## src/rtl/tri_setup_if.sv

```systemverilog
// tri_setup_if: triangle-in / setup-record-out handshake bundle.
// master drives triangles and accepts records; slave is the setup stage.
interface tri_setup_if #(
   parameter int COORD_W = 10,
   parameter int CNT_W   = 16
);
   logic                        tri_valid;
   logic                        tri_ready;
   logic [COORD_W-1:0]          ax, ay, bx, by, cx, cy;
   logic                        setup_valid;
   logic                        setup_ready;
   logic [COORD_W-1:0]          min_x, max_x, min_y, max_y;
   logic signed [COORD_W:0]     e0_a, e1_a, e2_a;
   logic signed [COORD_W:0]     e0_b, e1_b, e2_b;
   logic signed [2*COORD_W+1:0] e0_c, e1_c, e2_c;
   logic signed [2*COORD_W+3:0] area2;
   logic [CNT_W-1:0]            drop_cnt;

   modport master (
      output tri_valid, ax, ay, bx, by, cx, cy, setup_ready,
      input  tri_ready, setup_valid, min_x, max_x, min_y, max_y,
      input  e0_a, e1_a, e2_a, e0_b, e1_b, e2_b, e0_c, e1_c, e2_c,
      input  area2, drop_cnt
   );

   modport slave (
      input  tri_valid, ax, ay, bx, by, cx, cy, setup_ready,
      output tri_ready, setup_valid, min_x, max_x, min_y, max_y,
      output e0_a, e1_a, e2_a, e0_b, e1_b, e2_b, e0_c, e1_c, e2_c,
      output area2, drop_cnt
   );
endinterface

```

## src/rtl/tri_setup.sv

```systemverilog
// tri_setup: bbox, edge functions and doubled area for one triangle at a time.
// Define TRI_BACKFACE_CULL_EN to drop clockwise triangles instead of flipping them.
module tri_setup #(
   parameter int SCR_W   = 640,
   parameter int SCR_H   = 400,
   parameter int COORD_W = 10,
   parameter int CNT_W   = 16
) (
   input logic        clk,
   input logic        rst_n,
   tri_setup_if.slave bus
);
   localparam int EW = COORD_W + 1;
   localparam int CW = 2 * COORD_W + 2;
   localparam int AW = 2 * COORD_W + 4;
   localparam logic [COORD_W-1:0] XLIM = COORD_W'(SCR_W - 1);
   localparam logic [COORD_W-1:0] YLIM = COORD_W'(SCR_H - 1);

   typedef enum logic [2:0] {
      S_IDLE, S_C0, S_C1, S_C2, S_AREA, S_OUT
   } state_t;

   state_t state;

   logic [COORD_W-1:0]   vax, vay, vbx, vby, vcx, vcy;
   logic signed [EW-1:0] a0, a1, a2, b0, b1, b2;
   logic signed [CW-1:0] c0, c1, c2;
   logic signed [AW-1:0] area;
   logic [COORD_W-1:0]   m0x, m0y, m1x, m1y;
   logic [2*COORD_W-1:0] p0, p1;
   logic signed [CW-1:0] cdiff;
   logic signed [AW-1:0] area_sum;
   logic [COORD_W-1:0]   bb_min_x, bb_max_x, bb_min_y, bb_max_y;
   logic                 drop;

   function automatic logic signed [EW-1:0] diff(
      input logic [COORD_W-1:0] p, q);
      return $signed({1'b0, p}) - $signed({1'b0, q});
   endfunction

   function automatic logic [COORD_W-1:0] min3(
      input logic [COORD_W-1:0] p, q, r);
      logic [COORD_W-1:0] m;
      m = (p < q) ? p : q;
      return (r < m) ? r : m;
   endfunction

   function automatic logic [COORD_W-1:0] max3(
      input logic [COORD_W-1:0] p, q, r);
      logic [COORD_W-1:0] m;
      m = (p > q) ? p : q;
      return (r > m) ? r : m;
   endfunction

   function automatic logic [COORD_W-1:0] clip(
      input logic [COORD_W-1:0] v, lim);
      return (v > lim) ? lim : v;
   endfunction

   // One multiplier pair, time-shared across the three edge constants
   always_comb begin
      m0x = '0;
      m0y = '0;
      m1x = '0;
      m1y = '0;
      unique case (state)
         S_C0: begin m0x = vbx; m0y = vcy; m1x = vcx; m1y = vby; end
         S_C1: begin m0x = vcx; m0y = vay; m1x = vax; m1y = vcy; end
         S_C2: begin m0x = vax; m0y = vby; m1x = vbx; m1y = vay; end
         default: ;
      endcase
   end

   assign p0 = {{COORD_W{1'b0}}, m0x} * {{COORD_W{1'b0}}, m0y};
   assign p1 = {{COORD_W{1'b0}}, m1x} * {{COORD_W{1'b0}}, m1y};
   assign cdiff = $signed({2'b00, p0}) - $signed({2'b00, p1});
   assign area_sum = AW'(c0) + AW'(c1) + AW'(c2);

   assign bb_min_x = clip(min3(vax, vbx, vcx), XLIM);
   assign bb_max_x = clip(max3(vax, vbx, vcx), XLIM);
   assign bb_min_y = clip(min3(vay, vby, vcy), YLIM);
   assign bb_max_y = clip(max3(vay, vby, vcy), YLIM);

`ifdef TRI_BACKFACE_CULL_EN
   assign drop = (area == '0) || area[AW-1];
`else
   assign drop = (area == '0);
`endif

   always_ff @(posedge clk or negedge rst_n) begin
      if (!rst_n) begin
         state           <= S_IDLE;
         {vax, vay, vbx, vby, vcx, vcy} <= '0;
         {a0, a1, a2, b0, b1, b2} <= '0;
         {c0, c1, c2}    <= '0;
         area            <= '0;
         bus.tri_ready   <= 1'b1;
         bus.setup_valid <= 1'b0;
         bus.min_x       <= '0;
         bus.max_x       <= '0;
         bus.min_y       <= '0;
         bus.max_y       <= '0;
         bus.e0_a        <= '0;
         bus.e1_a        <= '0;
         bus.e2_a        <= '0;
         bus.e0_b        <= '0;
         bus.e1_b        <= '0;
         bus.e2_b        <= '0;
         bus.e0_c        <= '0;
         bus.e1_c        <= '0;
         bus.e2_c        <= '0;
         bus.area2       <= '0;
         bus.drop_cnt    <= '0;
      end else begin
         unique case (state)
            S_IDLE: if (bus.tri_valid) begin
               vax           <= bus.ax;
               vay           <= bus.ay;
               vbx           <= bus.bx;
               vby           <= bus.by;
               vcx           <= bus.cx;
               vcy           <= bus.cy;
               bus.tri_ready <= 1'b0;
               state         <= S_C0;
            end
            S_C0: begin
               a0    <= diff(vby, vcy);
               b0    <= diff(vcx, vbx);
               c0    <= cdiff;
               state <= S_C1;
            end
            S_C1: begin
               a1    <= diff(vcy, vay);
               b1    <= diff(vax, vcx);
               c1    <= cdiff;
               state <= S_C2;
            end
            S_C2: begin
               a2    <= diff(vay, vby);
               b2    <= diff(vbx, vax);
               c2    <= cdiff;
               state <= S_AREA;
            end
            S_AREA: begin
               area  <= area_sum;
               state <= S_OUT;
            end
            S_OUT: if (!bus.setup_valid) begin
               if (drop) begin
                  if (bus.drop_cnt != '1)
                     bus.drop_cnt <= bus.drop_cnt + CNT_W'(1);
                  bus.tri_ready <= 1'b1;
                  state         <= S_IDLE;
               end else begin
                  bus.min_x       <= bb_min_x;
                  bus.max_x       <= bb_max_x;
                  bus.min_y       <= bb_min_y;
                  bus.max_y       <= bb_max_y;
`ifdef TRI_BACKFACE_CULL_EN
                  bus.e0_a        <= a0;
                  bus.e1_a        <= a1;
                  bus.e2_a        <= a2;
                  bus.e0_b        <= b0;
                  bus.e1_b        <= b1;
                  bus.e2_b        <= b2;
                  bus.e0_c        <= c0;
                  bus.e1_c        <= c1;
                  bus.e2_c        <= c2;
                  bus.area2       <= area;
`else
                  // Clockwise input: flip every sign so inside stays E>=0
                  bus.e0_a        <= area[AW-1] ? -a0 : a0;
                  bus.e1_a        <= area[AW-1] ? -a1 : a1;
                  bus.e2_a        <= area[AW-1] ? -a2 : a2;
                  bus.e0_b        <= area[AW-1] ? -b0 : b0;
                  bus.e1_b        <= area[AW-1] ? -b1 : b1;
                  bus.e2_b        <= area[AW-1] ? -b2 : b2;
                  bus.e0_c        <= area[AW-1] ? -c0 : c0;
                  bus.e1_c        <= area[AW-1] ? -c1 : c1;
                  bus.e2_c        <= area[AW-1] ? -c2 : c2;
                  bus.area2       <= area[AW-1] ? -area : area;
`endif
                  bus.setup_valid <= 1'b1;
               end
            end else if (bus.setup_ready) begin
               bus.setup_valid <= 1'b0;
               bus.tri_ready   <= 1'b1;
               state           <= S_IDLE;
            end
            default: state <= S_IDLE;
         endcase
      end
   end
endmodule

```

## src/flat_wrapper.sv

```systemverilog
// flat-port wrapper written by rule: the top's interface ports become plain ports
module tri_setup_flat 
#(
   parameter int SCR_W   = 640,
   parameter int SCR_H   = 400,
   parameter int COORD_W = 10,
   parameter int CNT_W   = 16
)
  (clk, rst_n, bus_tri_valid, bus_ax, bus_ay, bus_bx, bus_by, bus_cx, bus_cy, bus_setup_ready, bus_tri_ready, bus_setup_valid, bus_min_x, bus_max_x, bus_min_y, bus_max_y, bus_e0_a, bus_e1_a, bus_e2_a, bus_e0_b, bus_e1_b, bus_e2_b, bus_e0_c, bus_e1_c, bus_e2_c, bus_area2, bus_drop_cnt);
  tri_setup_if #(.COORD_W(COORD_W), .CNT_W(CNT_W)) bus_i ();
  input logic clk;
  input logic rst_n;
  input wire logic [$bits(bus_i.tri_valid)-1:0] bus_tri_valid;
  input wire logic [$bits(bus_i.ax)-1:0] bus_ax;
  input wire logic [$bits(bus_i.ay)-1:0] bus_ay;
  input wire logic [$bits(bus_i.bx)-1:0] bus_bx;
  input wire logic [$bits(bus_i.by)-1:0] bus_by;
  input wire logic [$bits(bus_i.cx)-1:0] bus_cx;
  input wire logic [$bits(bus_i.cy)-1:0] bus_cy;
  input wire logic [$bits(bus_i.setup_ready)-1:0] bus_setup_ready;
  output wire logic [$bits(bus_i.tri_ready)-1:0] bus_tri_ready;
  output wire logic [$bits(bus_i.setup_valid)-1:0] bus_setup_valid;
  output wire logic [$bits(bus_i.min_x)-1:0] bus_min_x;
  output wire logic [$bits(bus_i.max_x)-1:0] bus_max_x;
  output wire logic [$bits(bus_i.min_y)-1:0] bus_min_y;
  output wire logic [$bits(bus_i.max_y)-1:0] bus_max_y;
  output wire logic [$bits(bus_i.e0_a)-1:0] bus_e0_a;
  output wire logic [$bits(bus_i.e1_a)-1:0] bus_e1_a;
  output wire logic [$bits(bus_i.e2_a)-1:0] bus_e2_a;
  output wire logic [$bits(bus_i.e0_b)-1:0] bus_e0_b;
  output wire logic [$bits(bus_i.e1_b)-1:0] bus_e1_b;
  output wire logic [$bits(bus_i.e2_b)-1:0] bus_e2_b;
  output wire logic [$bits(bus_i.e0_c)-1:0] bus_e0_c;
  output wire logic [$bits(bus_i.e1_c)-1:0] bus_e1_c;
  output wire logic [$bits(bus_i.e2_c)-1:0] bus_e2_c;
  output wire logic [$bits(bus_i.area2)-1:0] bus_area2;
  output wire logic [$bits(bus_i.drop_cnt)-1:0] bus_drop_cnt;
  assign bus_i.tri_valid = bus_tri_valid;
  assign bus_i.ax = bus_ax;
  assign bus_i.ay = bus_ay;
  assign bus_i.bx = bus_bx;
  assign bus_i.by = bus_by;
  assign bus_i.cx = bus_cx;
  assign bus_i.cy = bus_cy;
  assign bus_i.setup_ready = bus_setup_ready;
  assign bus_tri_ready = bus_i.tri_ready;
  assign bus_setup_valid = bus_i.setup_valid;
  assign bus_min_x = bus_i.min_x;
  assign bus_max_x = bus_i.max_x;
  assign bus_min_y = bus_i.min_y;
  assign bus_max_y = bus_i.max_y;
  assign bus_e0_a = bus_i.e0_a;
  assign bus_e1_a = bus_i.e1_a;
  assign bus_e2_a = bus_i.e2_a;
  assign bus_e0_b = bus_i.e0_b;
  assign bus_e1_b = bus_i.e1_b;
  assign bus_e2_b = bus_i.e2_b;
  assign bus_e0_c = bus_i.e0_c;
  assign bus_e1_c = bus_i.e1_c;
  assign bus_e2_c = bus_i.e2_c;
  assign bus_area2 = bus_i.area2;
  assign bus_drop_cnt = bus_i.drop_cnt;
  tri_setup #(.SCR_W(SCR_W), .SCR_H(SCR_H), .COORD_W(COORD_W), .CNT_W(CNT_W)) u_core (.clk(clk), .rst_n(rst_n), .bus(bus_i));
endmodule
```

## config.mk

```make
export PLATFORM = sky130hd
export DESIGN_NAME = tri_setup_flat
export DESIGN_NICKNAME = d
export VERILOG_FILES = /design/src/rtl/tri_setup_if.sv /design/src/rtl/tri_setup.sv /design/src/flat_wrapper.sv
export SDC_FILE = /design/constraint.sdc
export NUM_CORES = 2
export LEC_CHECK = 0
export CORE_MARGIN = 4
export CORE_UTILIZATION = 39
export CTS_CLUSTER_DIAMETER = 60
export DETAILED_ROUTE_END_ITERATION = 7
export HOLD_SLACK_MARGIN = 0.03
export PLACE_DENSITY = 0.63
export SLEW_MARGIN = 10
export SYNTH_ARGS = -nofsm -noshare
export SYNTH_HDL_FRONTEND = slang
export SYNTH_SLANG_ARGS = --single-unit
```

## constraint.sdc

```tcl
create_clock -name clk -period 7.7 [get_ports clk]
set_input_delay 1.925 -clock clk [delete_from_list [all_inputs] [get_ports clk]]
set_output_delay 1.925 -clock clk [all_outputs]
set_load 0.01 [all_outputs]
```

-- Yosys cells after proc, flatten, opt, wreduce, memory -nomap -nowiden
Cells that the tools add are included.
- register bits after elaboration: 430
- memories kept: 0
- ROM bits: 0
- word-level logic and storage cells: 126
- input bits: 64
- output and inout port bits: 214
- latch bits: 0
- RAM bits: 0
- $lt $le $gt $ge: 12
- multiply operators: 2
- div/mod/pow operators: 0
- bitwise operators: 2
- add/sub/neg operators: 20
- shifts and indexed selects: 0
- reduce and logical (&&, ||, !) cells: 8
- multiplexer cells: 39
- equal/unequal tests: 9
- operator list (cell ; count):
    $mux 10 ; 12
    $pmux 10 s3 ; 4
    $mux 11 ; 6
    $mux 22 ; 3
    $neg 11->11 ; 6
    $neg 21->22 ; 3
    $sub 10x10->11 ; 6
    $gt 10x10->1 ; 4
    $lt 10x10->1 ; 4
    $mul 10x10->20 ; 2
    $logic_not 24->1 ; 1
    $mux 24 ; 1
    $neg 24->24 ; 1
    $add 22x21->23 ; 1
    $add 21x21->22 ; 1
    $sub 20x20->21 ; 1
    $gt 10x10->1 const B ; 2
    $gt 10x9->1 const B ; 2
    $pmux 3 s6 ; 1
    $add 16x1->16 const B ; 1
    $ne 16x16->1 const B ; 1
    $mux 3 ; 4
    $reduce_and 4->1 ; 2
    $mux 1 ; 7
    12 further kinds ; 16

-- Logic depth before layout (Yosys ltp)
- word-level depth: 6
- mapped depth: 32
- mapped depth without buffers: 28

-- Least setup slack after synthesis
No wires, ideal clock.
- kind: register -> register
- from: register u_core.state[0]
- to: register u_core.c0[19]
- cell stages (with the launch flop): 29
- buffers on the path: 4
- arrival: 7.460 ns
- library setup time: 0.132 ns
- data required time: 7.568 ns
- slack: 0.108 ns
- clock period less this slack: 7.592 ns
- cell sequence: dfrtp_1 -> clkbuf_1 -> clkbuf_1 -> buf_1 -> clkbuf_1 -> a21oi_1 -> a211oi_1 -> nand2_1 -> fa_1 -> inv_1 -> fa_1 -> inv_1 -> fa_1 -> inv_1 -> fa_1 -> fa_1 -> fa_1 -> inv_1 -> fa_1 -> inv_1 -> ha_1 -> a21o_1 -> a21oi_1 -> a2bb2oi_1 -> a31oi_1 -> a21o_1 -> a21oi_1 -> xor2_1 -> o21ai_0
- longest elaborated chain between the ends: 4
- elaborated cells between the ends (all ways): 10
- classes of those cells: 1 x add/sub; 2 x mul; 3 x eq/ne; 4 x mux
- ends and longest elaborated chain (element ; line ; RTL):
    from (decl) ; tri_setup.sv:23 ; state_t state;
    from (signal assigned) ; tri_setup.sv:92 ; state <= S_IDLE;
    from (signal assigned) ; tri_setup.sv:124 ; state <= S_C0;
    from (signal assigned) ; tri_setup.sv:130 ; state <= S_C1;
    $eq 3x2->1 / $eq 3x1->1 (equally long branches) ; tri_setup.sv:66, tri_setup.sv:115 ;
    $pmux 10 s3 ; tri_setup.sv:66 ; unique case (state)
    $mul 10x10->20 (on tied branches) ; tri_setup.sv:74, tri_setup.sv:75 ;
    $sub 20x20->21 ; tri_setup.sv:76 ; assign cdiff = $signed({2'b00, p0}) - $signed({2'b00, p1});
    to (signal assigned) ; tri_setup.sv:129 ; c0 <= cdiff;
    to (decl) ; tri_setup.sv:27 ; logic signed [CW-1:0] c0, c1, c2;
Parallel ways exist; a longest one is shown, timed or not.
A chain may end at the register's enable or synchronous reset.

-- Final worst setup path
- from: register u_core.vcy[6]
- to: register u_core.c0[19]
- longest elaborated chain between the ends: 3
- elaborated cells between the ends (all ways): 5
- classes of those cells: 1 x add/sub; 2 x mul; 2 x mux
- ends and longest elaborated chain (element ; line ; RTL):
    from (decl) ; tri_setup.sv:25 ; logic [COORD_W-1:0] vax, vay, vbx, vby, vcx, vcy;
    from (signal assigned) ; tri_setup.sv:122 ; vcy <= bus.cy;
    $pmux 10 s3 ; tri_setup.sv:66 ;
    $mul 10x10->20 (on tied branches) ; tri_setup.sv:74, tri_setup.sv:75 ;
    $sub 20x20->21 (*) ; tri_setup.sv:76 ;
Every way passes the cells marked *; elsewhere a longest branch is shown, timed or not.

==> qor.yml <==
outcome:
  run_status: "finished, final reports clean"
logic_synthesis:
  synthesis.area_um2: 31700
  synth_commonest_cells: "nand2_1 (627), dfrtp_1 (428), o21ai_0 (401)"
  synth_edf_count: 0
  synth-seq-area-share: 0.339
  mappedNetlistNets: 4045
  synth.lib_cells_used.distinct: 81
  synth.top_cell.area_share: 0.338
  yosysWarningCount: 0
  biggest_area_contributors_in_the_synthesized_netlist: "dfrtp_1 (34%), fa_1 (12%), ha_1 (9.2%)"
  synth.largest_area_cell: "dfrtp_1"
  postSynthAreaPerCell_um2: 8.91
  synthMostInstantiatedCell: "nand2_1"
  synth_cells: 3559
  synth.ff_latch_count: 429
  dominantRegCellSynth: "dfrtp_1"
  synthArstFlopShare: 1.00
min_path:
  hp-start: "u_core.bus.e0_b[5]"
  worstHoldPathType: "reg -> reg"
  hold-path-endpoint: "u_core.bus.e0_b[5]"
  worst_hold_path_stage_count: 2
clocking:
  post_cts.repair.setup_buffers: 0
  cts-htree-levels: 2
  cts_max_path_buffers: 3
  clkSlewWorstSetupHoldPaths_ns: 0.06
  cts_stage_hold_buffer_count: 0
  numCtsBuffers: 56
  tritoncts_clock_tree: "yes"
  clock_sink_count: 429
  clk-insertion-delay-late_ns: 0.65
  cell_chosen_for_the_clock_root: "clkbuf_16"
placement:
  port-buffer-count: 277
  place_hpwl_mm: 81.1
  gpl.final_weighted_congestion: 0.987
  dp_slack_ns: 0.193
  place.detailed.instances: 4841
setup_path:
  worstSetupPathType: "reg -> reg"
  reg2reg_from: "u_core.vcy[6]"
  critical_path.max_fanout: 6
  cp-end-kind: "register"
  r2r.worst_path.cells: 24
  regToRegSetupSlack_ns: 0.31
  critical_path.reg2reg.endpoint: "u_core.c0[19]"
  critPathRequiredTime_ns: 8.20
  worst_setup_path_start_kind: "register"
  worstPathArrival_ns: 7.88
floorplanning:
  floorplan.die.height_um: 293
  fp.dieArea_um2: 85900
  top_level_ports: 278
  fp.dieW_um: 293
  core_area_um2: 80500
  initial_core_util: 0.394
  rows: 104
finish:
  layout.cells.non_filler: 4946
  area_growth_pct: 20.0
  drive_gt1_frac: 0.0641
  num_antenna_cells: 0
  layout.core_utilization: 0.472
  layout.nets: 4325
  layout.filler_cells: 7781
sta:
  setup_violations: 0
  fin_ws_ns: 0.314
  worst_slew_pin_slew_ns: 1.15
  slew-limit-headroom: 0.228
  maxClockFrequency_mhz: 135
  number_of_hold_violations_in_the_final_report: 0
  final.min_clock_period_ns: 7.39
  final-max-slew-violation-count: 0
  finalCritPeriodShare: 0.959
  worst_hold_slack_ns: 0.474
  skew_ns: 0.0485
detailed_routing:
  drt.antenna.violating_nets: 0
  wl_met1_mm: 48.2
  drt-initial-drc-count: 2129
  num_vias: 26400
  drc: 0
  met2WireLength_mm: 43.9
  drt-total-wl_mm: 102
  drt-pass1-iter-count: 7
  viasPerCell: 5.35
  route.top_layer_used: "met4"
  met3_wirelength_mm: 6.79
  routed_wire_length_per_instance_um: 20.7
grt:
  grt_antenna_before_repair: 1
  via_count_of_the_first_global_routing_pass: 25700
  grt_first_pass_wirelength_mm: 157
  grt_max_degree: 118
  grtUsageTotal: 0.236
  grt_remaining_overflow: 0
run:
  max_cap_viol_count: 0
[cell type report]
type                            instances  area, µm²  share of cell area
Multi-Input combinational cell       2644      19200               0.504
Sequential cell                       429      10700               0.282
Timing Repair Buffer                  369       3560              0.0934
Clock buffer                           70       1530              0.0403
Tap cell                             1060       1330              0.0348
Inverter                              339       1270              0.0334
Clock inverter                         35        454              0.0119
[logic make-up (layout without fill, tap and decap cells)]
logic type | Yosys count | after routing | share of synthesized area
compound gates | 887 | 887 | 0.173
xor+xnor | 194 | 194 | 0.0536
fa+ha+maj | 422 | 422 | 0.211
buf+inv | 486 | 813 | 0.0587
flops | 429 | 429 | 0.339
mux | 47 | 47 | 0.0155
simple gates | 1094 | 1094 | 0.150
[how the worst max path moves through the flow]
stage / startpoint / to / slack (ns)
2_1_floorplan: u_core.state[0] / u_core.c0[19] / 0.11
4_1_cts: u_core.state[0] / u_core.c0[19] / 0.19
3_3_place_gp: u_core.vcy[6] / u_core.c0[19] / 0.27
5_1_grt: u_core.state[0] / u_core.c1[20] / -0.005
3_5_place_dp: u_core.state[0] / u_core.c0[14] / 0.19
6_report: u_core.vcy[6] / u_core.c0[19] / 0.31
[flip-flops by register name (all words and copies together) (netlist names), 16 cells and up]
name and cells:
u_core.c0 21, u_core.bus.area2 24, u_core.bus.drop_cnt 16, u_core.bus.e1_c 22, u_core.c2 21, u_core.bus.e2_c 22, u_core.c1 21, u_core.bus.e0_c 22
u_core.area 23
[repair_timing]
action | CTS | global route
setup endpoints to repair | 0 | 23
resized for setup | 0 | 10
hold endpoints to repair | 0 | 0
[cell usage in the layout (no fill, tap or decap), types with 13 or more instances in the layout]
cell	synthesis	routed
nand2_1	627	626
dfrtp_1	428	424
o21ai_0	401	401
inv_1	339	339
clkdlybuf4s50_1	0	276
ha_1	232	232
nor2_1	214	213
fa_1	190	190
xor2_1	148	148
a21oi_1	112	111
buf_4	1	85
o31ai_1	82	81
clkbuf_16	0	56
xnor2_1	46	46
a21o_1	40	40
nor2b_1	40	37
nor3_1	36	36
o21a_1	37	36
o21ai_1	33	33
mux2i_1	31	31
nand3_1	30	30
nand2b_1	27	26
or3_1	25	25
o41ai_1	23	23
a211oi_1	22	21
a21boi_0	18	18
and2_1	16	16
mux2_2	16	16
or4_1	15	15
nand4_1	14	14
o22a_1	13	13
[worst max-delay path, stage by stage (launching register included)]
cell and delay [ns]:
dfrtp_1 0.55, inv_1 0.28, o21ai_0 0.22, nand2_1 0.07
o21ai_0 0.14, nor2b_2 0.37, nand2_1 0.13, fa_1 0.58
fa_1 0.45, fa_1 0.53, fa_1 0.54, fa_1 0.52
fa_1 0.54, inv_1 0.05, fa_1 0.52, inv_1 0.04
ha_1 0.22, a21o_1 0.18, a21oi_1 0.18, a2bb2oi_1 0.25
a31oi_1 0.18, a21o_1 0.21, a21oi_1 0.17, xor2_1 0.20
o21ai_0 0.11
[metrics by stage]
step / TNS, ns / cell area (µm²)
global placement: 0 / 36000
floorplan: 0 / 31700
detailed placement: 0 / 36000
CTS: 0 / 38000
finish: 0 / 38100
global route: -0.00943 / 38100
[layer usage]
layer	GRT usage	vias up
li1	-	12600
met4	0.0734	0
met5	0	-
met2	0.353	856
met3	0.0365	178
met1	0.351	12800
Power is not shown: default switching activity piles up to over one toggle a cycle in this logic, so the estimate is an artifact.
